## config.mk

```make
export PLATFORM = sky130hd
export DESIGN_NAME = enviar_planificador_flat
export DESIGN_NICKNAME = d
export VERILOG_FILES = /design/src/rtl/enviar_pkg.sv /design/src/rtl/enviar_planificador_if.sv /design/src/rtl/enviar_rr_arbitro.sv /design/src/rtl/enviar_planificador.sv /design/src/flat_wrapper.sv
export SDC_FILE = /design/constraint.sdc
export NUM_CORES = 1
export LEC_CHECK = 0
export BUFFER_PORTS_ARGS = -buffer_cell sky130_fd_sc_hd__buf_2
export CORE_ASPECT_RATIO = 0.6
export CORE_MARGIN = 10
export CORE_UTILIZATION = 50
export CTS_CLUSTER_SIZE = 12
export DETAILED_ROUTE_END_ITERATION = 8
export MAX_ROUTING_LAYER = met4
export PLACE_DENSITY_LB_ADDON = 0.25
export SLEW_MARGIN = 40
export SYNTH_ARGS = -nofsm -noshare
export SYNTH_HDL_FRONTEND = slang
export SYNTH_HIERARCHICAL = 1
export SYNTH_SLANG_ARGS = --single-unit
```

## constraint.sdc

```tcl
create_clock -name clk -period 3.1 [get_ports clk]
set_input_delay 0 -clock clk [delete_from_list [all_inputs] [get_ports clk]]
set_output_delay 0 -clock clk [all_outputs]
set_load 0.01 [all_outputs]
```

## src/rtl/enviar_pkg.sv

```systemverilog
// Shared types for the enviar_planificador frame scheduler.
// ENVIAR_CHECKSUM_EN adds the CHK state (trailing XOR byte per frame).
package enviar_pkg;

  localparam logic [3:0] HDR_TAG_DEF = 4'hA;

`ifdef ENVIAR_CHECKSUM_EN
  typedef enum logic [2:0] {IDLE, HDR, FETCH, SEND, WAIT_HI, WAIT_LO, CHK} state_t;
`else
  typedef enum logic [2:0] {IDLE, HDR, FETCH, SEND, WAIT_HI, WAIT_LO} state_t;
`endif

  // Round-robin successor, wrapping n-1 -> 0.
  function automatic int next_rr(input int idx, input int n);
    return (idx + 1 >= n) ? 0 : idx + 1;
  endfunction

endpackage

```

## src/rtl/enviar_planificador_if.sv

```systemverilog
// Requester streams, transmitter handshake and status of the frame scheduler.
interface enviar_planificador_if #(
  parameter int NUM_REQ = 4
);
  logic [NUM_REQ-1:0]       req;
  logic [NUM_REQ-1:0][7:0]  src_data;
  logic [NUM_REQ-1:0]       src_valid;
  logic [NUM_REQ-1:0]       src_last;
  logic [NUM_REQ-1:0]       src_ready;
  logic [NUM_REQ-1:0]       gnt;
  logic                     start;
  logic [7:0]               datos;
  logic                     bussy_e;
  logic                     frame_busy;
  logic                     err_timeout;

  modport master (
    input  req, src_data, src_valid, src_last, bussy_e,
    output src_ready, gnt, start, datos, frame_busy, err_timeout
  );

  modport slave (
    output req, src_data, src_valid, src_last, bussy_e,
    input  src_ready, gnt, start, datos, frame_busy, err_timeout
  );
endinterface

```

## src/rtl/enviar_rr_arbitro.sv

```systemverilog
// Round-robin pick of the first set req at or after the pointer, plus pointer update.
module enviar_rr_arbitro
  import enviar_pkg::*;
#(
  parameter int NUM_REQ = 4,
  localparam int IW = $clog2(NUM_REQ)
) (
  input  logic               clk,
  input  logic               rst,
  input  logic [NUM_REQ-1:0] req,
  input  logic               advance,
  output logic [IW-1:0]      pick,
  output logic               any
);
  localparam logic [IW:0] NR = (IW+1)'(NUM_REQ);

  logic [IW-1:0] ptr;
  logic [IW:0]   sum;

  always_comb begin
    pick = '0;
    any  = 1'b0;
    sum  = '0;
    for (int i = 0; i < NUM_REQ; i++) begin
      sum = {1'b0, ptr} + (IW+1)'(i);
      if (sum >= NR) sum = sum - NR;
      if (!any && req[sum[IW-1:0]]) begin
        any  = 1'b1;
        pick = sum[IW-1:0];
      end
    end
  end

  always_ff @(posedge clk or negedge rst) begin
    if (!rst)         ptr <= '0;
    else if (advance) ptr <= IW'(next_rr(int'(pick), NUM_REQ));
  end

endmodule

```

## src/rtl/enviar_planificador.sv

```systemverilog
// Round-robin frame scheduler sharing one EnviarDatos transmitter among NUM_REQ streams.
// Define ENVIAR_CHECKSUM_EN to append an XOR checksum byte to every frame.
module enviar_planificador
  import enviar_pkg::*;
#(
  parameter int         NUM_REQ      = 4,
  parameter int         BUSY_TIMEOUT = 64,
  parameter logic [3:0] HDR_TAG      = HDR_TAG_DEF
) (
  input logic                   clk,
  input logic                   rst,
  enviar_planificador_if.master bus
);
  localparam int IW = $clog2(NUM_REQ);
  localparam int CW = $clog2(BUSY_TIMEOUT + 1);
  localparam logic [CW-1:0] TO_LAST = CW'(BUSY_TIMEOUT - 1);

  state_t             state;
  logic [NUM_REQ-1:0] gnt;
  logic [IW-1:0]      gidx, pick;
  logic               any, advance, last_flag;
  logic               start, frame_busy, err_timeout;
  logic [7:0]         datos, hdr;
  logic [CW-1:0]      cnt;
`ifdef ENVIAR_CHECKSUM_EN
  logic [7:0]         csum;
  logic               chk_sent;
`endif

  // New frames are only considered once the transmitter is idle.
  assign advance = (state == IDLE) && any && !bus.bussy_e;
  assign hdr     = {HDR_TAG, 4'(gidx)};

  enviar_rr_arbitro #(.NUM_REQ(NUM_REQ)) u_arb (
    .clk     (clk),
    .rst     (rst),
    .req     (bus.req),
    .advance (advance),
    .pick    (pick),
    .any     (any)
  );

  always_ff @(posedge clk or negedge rst) begin
    if (!rst) begin
      state       <= IDLE;
      gnt         <= '0;
      gidx        <= '0;
      frame_busy  <= 1'b0;
      err_timeout <= 1'b0;
      start       <= 1'b0;
      datos       <= '0;
      last_flag   <= 1'b0;
      cnt         <= '0;
`ifdef ENVIAR_CHECKSUM_EN
      csum        <= '0;
      chk_sent    <= 1'b0;
`endif
    end else begin
      start <= 1'b0;
      case (state)
        IDLE: if (advance) begin
          gnt        <= NUM_REQ'(1) << pick;
          gidx       <= pick;
          frame_busy <= 1'b1;
`ifdef ENVIAR_CHECKSUM_EN
          chk_sent   <= 1'b0;
`endif
          state      <= HDR;
        end
        HDR: begin
          datos     <= hdr;
          last_flag <= 1'b0;
`ifdef ENVIAR_CHECKSUM_EN
          csum      <= hdr;
`endif
          state     <= SEND;
        end
        FETCH: if (bus.src_valid[gidx]) begin
          datos     <= bus.src_data[gidx];
          last_flag <= bus.src_last[gidx];
`ifdef ENVIAR_CHECKSUM_EN
          csum      <= csum ^ bus.src_data[gidx];
`endif
          state     <= SEND;
        end
        SEND: begin
          start <= 1'b1;
          cnt   <= '0;
          state <= WAIT_HI;
        end
        // Transmitter never acknowledging the byte aborts the frame.
        WAIT_HI: begin
          if (bus.bussy_e) state <= WAIT_LO;
          else if (cnt == TO_LAST) begin
            err_timeout <= 1'b1;
            gnt         <= '0;
            frame_busy  <= 1'b0;
            state       <= IDLE;
          end else if (cnt != '1) cnt <= cnt + 1'b1;
        end
        WAIT_LO: if (!bus.bussy_e) begin
          if (!last_flag) state <= FETCH;
`ifdef ENVIAR_CHECKSUM_EN
          else if (!chk_sent) state <= CHK;
`endif
          else begin
            gnt        <= '0;
            frame_busy <= 1'b0;
            state      <= IDLE;
          end
        end
`ifdef ENVIAR_CHECKSUM_EN
        CHK: begin
          datos     <= csum;
          last_flag <= 1'b1;
          chk_sent  <= 1'b1;
          state     <= SEND;
        end
`endif
        default: state <= IDLE;
      endcase
    end
  end

  // Handshake completes in the same cycle src_valid is seen.
  assign bus.src_ready   = (state == FETCH) ? (gnt & bus.src_valid) : '0;
  assign bus.gnt         = gnt;
  assign bus.start       = start;
  assign bus.datos       = datos;
  assign bus.frame_busy  = frame_busy;
  assign bus.err_timeout = err_timeout;

endmodule
```

## src/flat_wrapper.sv

```systemverilog
// flat-port wrapper written by rule: the top's interface ports become plain ports
module enviar_planificador_flat import enviar_pkg::*;
#(
  parameter int         NUM_REQ      = 4,
  parameter int         BUSY_TIMEOUT = 64,
  parameter logic [3:0] HDR_TAG      = HDR_TAG_DEF
)
  (clk, rst, bus_req, bus_src_data, bus_src_valid, bus_src_last, bus_bussy_e, bus_src_ready, bus_gnt, bus_start, bus_datos, bus_frame_busy, bus_err_timeout);
  enviar_planificador_if #(.NUM_REQ(NUM_REQ)) bus_i ();
  input logic clk;
  input logic rst;
  input wire logic [$bits(bus_i.req)-1:0] bus_req;
  input wire logic [$bits(bus_i.src_data)-1:0] bus_src_data;
  input wire logic [$bits(bus_i.src_valid)-1:0] bus_src_valid;
  input wire logic [$bits(bus_i.src_last)-1:0] bus_src_last;
  input wire logic [$bits(bus_i.bussy_e)-1:0] bus_bussy_e;
  output wire logic [$bits(bus_i.src_ready)-1:0] bus_src_ready;
  output wire logic [$bits(bus_i.gnt)-1:0] bus_gnt;
  output wire logic [$bits(bus_i.start)-1:0] bus_start;
  output wire logic [$bits(bus_i.datos)-1:0] bus_datos;
  output wire logic [$bits(bus_i.frame_busy)-1:0] bus_frame_busy;
  output wire logic [$bits(bus_i.err_timeout)-1:0] bus_err_timeout;
  assign bus_i.req = bus_req;
  assign bus_i.src_data = bus_src_data;
  assign bus_i.src_valid = bus_src_valid;
  assign bus_i.src_last = bus_src_last;
  assign bus_i.bussy_e = bus_bussy_e;
  assign bus_src_ready = bus_i.src_ready;
  assign bus_gnt = bus_i.gnt;
  assign bus_start = bus_i.start;
  assign bus_datos = bus_i.datos;
  assign bus_frame_busy = bus_i.frame_busy;
  assign bus_err_timeout = bus_i.err_timeout;
  enviar_planificador #(.NUM_REQ(NUM_REQ), .BUSY_TIMEOUT(BUSY_TIMEOUT), .HDR_TAG(HDR_TAG)) u_core (.clk(clk), .rst(rst), .bus(bus_i));
endmodule
```

==> impl_results.md, run 1 <==
- Max-cap viol count: 0
- Slew @ Worst Pin: 674 ps
- Switching Fraction: 40.1%
- Sink Count: 30
- Max VDD drop: 0.591 mV
- Worst path slowest cell: mux4_2
- EDFF count, synth: 0
- Crit path buffers/inverters: 1
- Layout cells sized above 1: 40.9%
- Share of the synthesized area in the top cell type: 43.6%
- Nets@finish: 272
- CP max FO: 13
- Final count of hold timing violations: 0
- Total number of yosys warnings: 6
- Post-CTS sizing: 0
- Drt drc: 0
- Drt pass-1 iters: 4
- Slew HR: 55.1%
- Total power: 1.90 mW
- Power density over the cells: 872 nW/um^2
- Main synth FF type: dfrtp_1
- Final count of pins violating max slew: 0
- WL/cell: 17.9 microns
- Gr ovfl total: 0
- Reg clk slew, reported paths: 60 ps
- Final ANT Viol Nets: 0
- Synth area leader: dfrtp_1
- Fill count: 267
- FMAX: 0.483 GHz
- I/O pin cnt: 66
- Number of setup violations in the final report: 0
- CTS tree: built
- Core Rows: 16
- Synth cell types: 44
- Commonest non-fill, non-tap cell in the layout: buf_2
- H-tree depth: 2
- Vias: 1549
- Synthesized Nets: 204
- FF+latch count, synth: 30
- Clk_skew: 3.32 ps
- CTS buffer count: 5
- Vias/cell: 5.74
- Die ar.: 6270 sq um
- Placer Congestion: 0.913
- Post-Syn Area: 1720 sq um
- Pin count of the biggest net entering global routing: 31
- Leak: 1.07 nW
- Outcome: complete, no violations
- Power share of the clock group: 16.8%
- Crit path largest cell delay: 630 ps
- Synth top area cells: dfrtp_1 44%, mux4_2 10%, a32o_1 4.1%
- Seq pwr share: 37.3%
- Cell family with most CP delay: compound AO/OA/AOI/OAI gates
- N_diodes: 0
- Register area share after synthesis: 43.6%
- Initial Util: 52.4%
- Startpoint Class: flip-flop
- Skew-Pair Late Insertion Delay: 270 ps
- Total wire length: 4840 microns
- Final period util: 66.8%
- First-pass GRT wire length: 7980 microns
- Syn_area_per_cell: 11.0 sq um
- Req. time, crit path: 3270 ps
- Die height: 65.5 microns
- Fin crit period: 2070 ps
- Crit path kind: flip-flop to flip-flop
- Worst EP arrival: 2240 ps
- DP HPWL: 3900 microns
- Port Buffers: 65
- Most frequent cells in the layout: 65 x buf_2, 30 x dfrtp_1, 11 x nand2_1
- Sw Pwr: 763 uW
- Gr usage total: 16.5%
- Die width: 95.8 microns
- Vias in the first global route: 1626
- Post-Syn Instances: 156
- TNS Setup: 0 ps
- Core ar.: 3280 sq um
- Area delta synth->final: 26.6%
- Worst path cell trace: buf_4, mux4_2, a21oi_2, a311oi_1, a21o_1
- Root Buffer: clkbuf_8
- Combinational power share: 45.8%
- Setup repair after global routing missed its margin: false
- Ys async rst share: 100%
- Initial antenna violation count: 0
- CP Capture Type: flip-flop
- Initial drt markers: 108
- Internal power: 1.14 mW
- Worst min path class: input pin to flip-flop
- Clock Path Buffers: 2
stage by stage:
step	cell area, sq um	setup WS (ps)	util (%)	hold slack [ps]	std cells
2_1_floorplan	1720	1530	-	-296	156
3_3_place_gp	2080	1130	63.3	57.2	261
3_5_place_dp	2080	1030	63.3	72.1	261
4_1_cts	2180	1010	66.4	96.0	270
5_1_grt	2180	892	66.4	146	270
6_report	2180	1030	66.4	101	270
cells in the mapped netlist, types with 2 or more instances:
| cell type | instances |
|---|---|
| nand3_1 | 5 |
| dfrtp_1 | 30 |
| nor2b_1 | 3 |
| o2bb2ai_1 | 2 |
| buf_2 | 2 |
| o21a_1 | 3 |
| nor3b_1 | 3 |
| a311oi_1 | 2 |
| mux2_2 | 4 |
| a21o_1 | 5 |
| nand2b_1 | 3 |
| and3_1 | 4 |
| nor2_1 | 9 |
| nand2_1 | 11 |
| nand3b_1 | 2 |
| clkbuf_1 | 2 |
| o21ai_0 | 8 |
| o21ai_1 | 3 |
| inv_1 | 6 |
| mux2i_1 | 3 |
| nor3_1 | 3 |
| a21oi_1 | 8 |
| mux4_2 | 8 |
| a32o_1 | 7 |
power by group through the flow:
stage | logic (mW) | registers (mW) | clock network [mW]
after global routing | 0.959 | 0.732 | 0.350
final | 0.871 | 0.710 | 0.320
after floorplan | 0.657 | 0.674 | 0
after detailed placement | 0.872 | 0.713 | 0
after CTS | 0.877 | 0.708 | 0.326
after global placement | 0.832 | 0.696 | 0
metal layers:
metal	vias to the layer above	GRT usage [%]	share of wire, %
met5	-	-	0
met3	7	4.99	7.0
met4	0	4.76	0.99
li1	732	-	-
met2	52	27.4	51
met1	758	18.9	41
cell type report:
class                           count  area, sq um  area share [%]
Multi-Input combinational cell    113          908            41.7
Sequential cell                    30          751            34.4
Timing Repair Buffer               68          350            16.1
Clock buffer                        7         86.3            3.96
Tap cell                           45         56.3            2.58
Inverter                            6         22.5            1.03
Clock inverter                      1         5.00           0.230
state kept, by name, indices dropped and copies added, names as in the netlist:
name	count
u_core/bus.err_timeout	1
u_core/bus.frame_busy	1
u_core/gidx	2
u_core/bus.datos	8
u_core/u_arb/ptr	2
u_core/last_flag	1
u_core/cnt	7
u_core/bus.gnt	4
u_core/bus.start	1
u_core/state	3
logic make-up (layout without fill, tap and decap cells):
| family | after synthesis | in the layout | share of synthesized area, % |
|---|---|---|---|
| adder cells (fa/ha/maj) | 1 | 1 | 0.727 |
| buffers and inverters | 13 | 82 | 3.63 |
| multiplexers | 15 | 15 | 14.8 |
| AO/OA/AOI/OAI | 45 | 45 | 19.3 |
| AND/OR/NAND/NOR | 50 | 50 | 16.9 |
| XOR/XNOR | 2 | 2 | 1.02 |
| flip-flops | 30 | 30 | 43.6 |
repair_timing:
item,4_1_cts,5_1_grt
setup buffers,0,0
hold buffers,1,0
hold endpoints to repair,30,0
path summary, 6_finish.rpt:
check | cells after the start | start | slack (ps) | endpoint
setup / recovery | 5 | u_core/gidx[0]$_DFFE_PN0P_ | 1030 | u_core/bus.datos[0]$_DFFE_PN0P_
hold / removal | 3 | bus_req[0] | 100 | u_core/u_arb/ptr[0]$_DFFE_PN0P_
setup reg to reg | 5 | u_core/gidx[0]$_DFFE_PN0P_ | 1030 | u_core/bus.datos[0]$_DFFE_PN0P_
hold reg to reg | 1 | u_core/bus.err_timeout$_DFFE_PN0P_ | 480 | u_core/bus.err_timeout$_DFFE_PN0P_
max in group asynchronous | 2 | rst | 2320 | u_core/cnt[6]$_DFFE_PN0P_
min in group asynchronous | 2 | rst | 340 | u_core/u_arb/ptr[1]$_DFFE_PN0P_
worst min-delay path, stage by stage:
cell and delay, ps:
buf_2 110, a211oi_4 80, a21oi_1 140
No activity file was read; power rests on OpenSTA's default activity.
==> inputs of run 2 (changes only) <==
CORE_UTILIZATION = 44   (was 50)
clock period = 1.8 ns   (was 3.1 ns; I/O delays follow)
==> run 2 against run 1 <==
  * Die area grew 10%
  * Critical endpoint is now bus_src_ready[2]
  * First-iteration DRC count down 30%
  * Register-to-register slack lost 850 ps
  * Non-clock buffer count rose by 8
  * Setup slack worse by 880 ps
  * Core utilization is 5.8 points lower
==> impl_results.md, run 2 (synthesis results as in run 1) <==
- Crit path kind: flip-flop to primary output (was flip-flop to flip-flop)
- Final ANT Viol Nets: 0 (unchanged)
- Max VDD drop: 0.750 mV (was 0.591 mV)
- Power density over the cells: 1500 nW/um^2 (was 872 nW/um^2)
- Inst Count DP: 271 (was 261)
- Storage element area: 751 sq um (unchanged)
- Slew @ Worst Pin: 673 ps (was 674 ps)
- Max-cap viol count: 0 (unchanged)
- Skew-Pair Late Insertion Delay: 280 ps (was 270 ps)
- Initial Util: 46.3% (was 52.4%)
- Worst EP arrival: 1650 ps (was 2240 ps)
- Initial drt markers: 76 (was 108)
- Root Buffer: clkbuf_8 (unchanged)
- Drt pass-1 iters: 4 (unchanged)
- Nets@finish: 280 (was 272)
- DP HPWL: 3800 microns (was 3900 microns)
- Power share of the clock group: 16.5% (was 16.8%)
- Min-delay src: bus_req[0] (unchanged)
- Reg2reg end: u_core/bus.gnt[0]$_DFFE_PN0P_ (was u_core/bus.datos[0]$_DFFE_PN0P_)
- Worst hold endpoint: u_core/u_arb/ptr[0]$_DFFE_PN0P_ (unchanged)
- Total wire length: 4760 microns (was 4840 microns)
- Number of setup violations in the final report: 0 (unchanged)
- Top Registers: u_core/bus.datos (8), u_core/cnt (7), u_core/bus.gnt (4) (unchanged)
- Combinational power share: 49.5% (was 45.8%)
- Placer Congestion: 0.806 (was 0.913)
- H-tree depth: 2 (unchanged)
- WL/cell: 17.0 microns (was 17.9 microns)
- Outcome: complete, no violations (unchanged)
- Sw Pwr: 1.33 mW (was 763 uW)
- Core ar.: 3720 sq um (was 3280 sq um)
- Clk_skew: 6.12 ps (was 3.32 ps)
- Final count of pins violating max slew: 0 (unchanged)
- Final core occ: 60.6% (was 66.4%)
- Layout cells sized above 1: 42.9% (was 40.9%)
- Most frequent cells in the layout: 65 x buf_2, 30 x dfrtp_1, 11 x nand2_1 (unchanged)
- Gr usage total: 15.3% (was 16.5%)
- Commonest non-fill, non-tap cell in the layout: buf_2 (unchanged)
- Sink Count: 30 (unchanged)
- Leak: 1.12 nW (was 1.07 nW)
- First-pass GRT wire length: 8030 microns (was 7980 microns)
- Die ar.: 6900 sq um (was 6270 sq um)
- Die width: 101 microns (was 95.8 microns)
- TNS Setup: 0 ps (unchanged)
- WHS Path Cells: 3 (unchanged)
- Internal power: 2.07 mW (was 1.14 mW)
- Die height: 68.5 microns (was 65.5 microns)
- Clock Path Buffers: 2 (unchanged)
- Multi-input gate area: 908 sq um (unchanged)
- Switching Fraction: 39.1% (was 40.1%)
- Startpoint Class: flip-flop (unchanged)
- Vias in the first global route: 1551 (was 1626)
- Slew HR: 55.1% (about the same)
- Core Rows: 17 (was 16)
- Gr ovfl total: 0 (unchanged)
- Initial antenna violation count: 0 (unchanged)
- Reg clk slew, reported paths: 60 ps (about the same)
- Req. time, crit path: 1800 ps (was 3270 ps)
- Worst path slowest cell: dfrtp_1 (was mux4_2)
- Pin count of the biggest net entering global routing: 31 (unchanged)
- Worst min path class: input pin to flip-flop (unchanged)
- Largest register FFs: 8 (unchanged)
- Final count of hold timing violations: 0 (unchanged)
- FMAX: 0.607 GHz
- Largest reg by FF count: u_core/bus.datos (unchanged)
- Worst path cell trace: nor3b_2, buf_12, and3_1, buf_2 (was buf_4, mux4_2, a21oi_2, a311oi_1, a21o_1)
- CTS tree: built (unchanged)
- Setup repair after global routing missed its margin: false (unchanged)
- Total power: 3.39 mW (was 1.90 mW)
- CP max FO: 15 (was 13)
- Port Buffers: 65 (unchanged)
- Worst reg2reg path depth: 5 (unchanged)
- Fill count: 316 (was 267)
- Fin crit period: 1650 ps
- Seq pwr share: 34.0% (was 37.3%)
- Vias: 1548 (was 1549)
- Drt drc: 0 (unchanged)
- Post-Layout Cell Count: 280 (was 270)
- Vias/cell: 5.53 (was 5.74)
- I/O pin cnt: 66 (unchanged)
- CTS buffer count: 5 (unchanged)
- Area delta synth->final: 31.0% (was 26.6%)
- Final period util: 91.6%
- Crit path largest cell delay: 490 ps (was 630 ps)
- N_diodes: 0 (unchanged)
- R2r setup slk: 180 ps (was 1030 ps)
- R2r startpoint: u_core/cnt[0]$_DFFE_PN0P_ (was u_core/gidx[0]$_DFFE_PN0P_)
- CP Capture Type: primary output (was flip-flop)
run 2: changes by cell type in the layout (fill, tap and decap cells not counted):
cell,change
buf_12,+1
buf_4,+7
run 2: power groups by stage:
stage | Sequential, mW | Combinational (mW) | Clock (mW)
floorplan | 1.16 | 1.13 | 0
global placement | 1.15 | 1.67 | 0
detailed placement | 1.16 | 1.69 | 0
CTS | 1.15 | 1.69 | 0.578
global route | 1.19 | 1.85 | 0.612
finish | 1.15 | 1.68 | 0.559
run 2: layer usage:
layer | up-vias | GRT usage [%] | part of all wire (%)
met1 | 747 | 20.7 | 49
met4 | 0 | 3.68 | 0.88
li1 | 740 | - | -
met2 | 56 | 21.3 | 43
met5 | - | - | 0
met3 | 5 | 4.92 | 7.4
run 2: through the flow:
step | hold slack (ps) | setup slack (ps) | area [sq um]
global placement | 76.4 | 234 | 2150
finish | 115 | 151 | 2250
global route | 130 | 19.2 | 2250
detailed placement | 77.2 | 192 | 2150
floorplan | -296 | 225 | 1720
CTS | 107 | 155 | 2250
run 2: worst max-delay path: cells and delay by family (launching register included):
family,cells,cell delay [ps]
flops,1,490
buf+inv,2,310
simple gates,2,560
run 2: timing repair:
action	CTS	global route
hold buffers	1	0
gates resized for setup	0	0
buffers inserted	0	0
endpoints found under the hold margin	30	0
run 2: how the worst max path moves through the flow:
stage | slack (ps) | from | end | depth (start not counted)
detailed placement | 190 | u_core/gidx[0]$_DFFE_PN0P_ | u_core/bus.datos[4]$_DFFE_PN0P_ | 4
global route | 20 | u_core/cnt[0]$_DFFE_PN0P_ | u_core/bus.gnt[0]$_DFFE_PN0P_ | 5
floorplan | 230 | u_core/gidx[0]$_DFFE_PN0P_ | u_core/bus.datos[1]$_DFFE_PN0P_ | 4
CTS | 150 | u_core/state[2]$_DFFE_PN0P_ | bus_src_ready[2] | 4
finish | 150 | u_core/state[2]$_DFFE_PN0P_ | bus_src_ready[2] | 4
global placement | 230 | u_core/gidx[0]$_DFFE_PN0P_ | u_core/bus.datos[5]$_DFFE_PN0P_ | 4
run 2: cell type report:
type / instances / share of cell area, %
multi-input cells: 113 / 40.3
flip-flops and latches: 30 / 33.3
repair buffers: 76 / 18.8
clock buffers: 7 / 3.83
well taps: 47 / 2.61
inverters: 6 / 0.999
clock inverters: 1 / 0.222
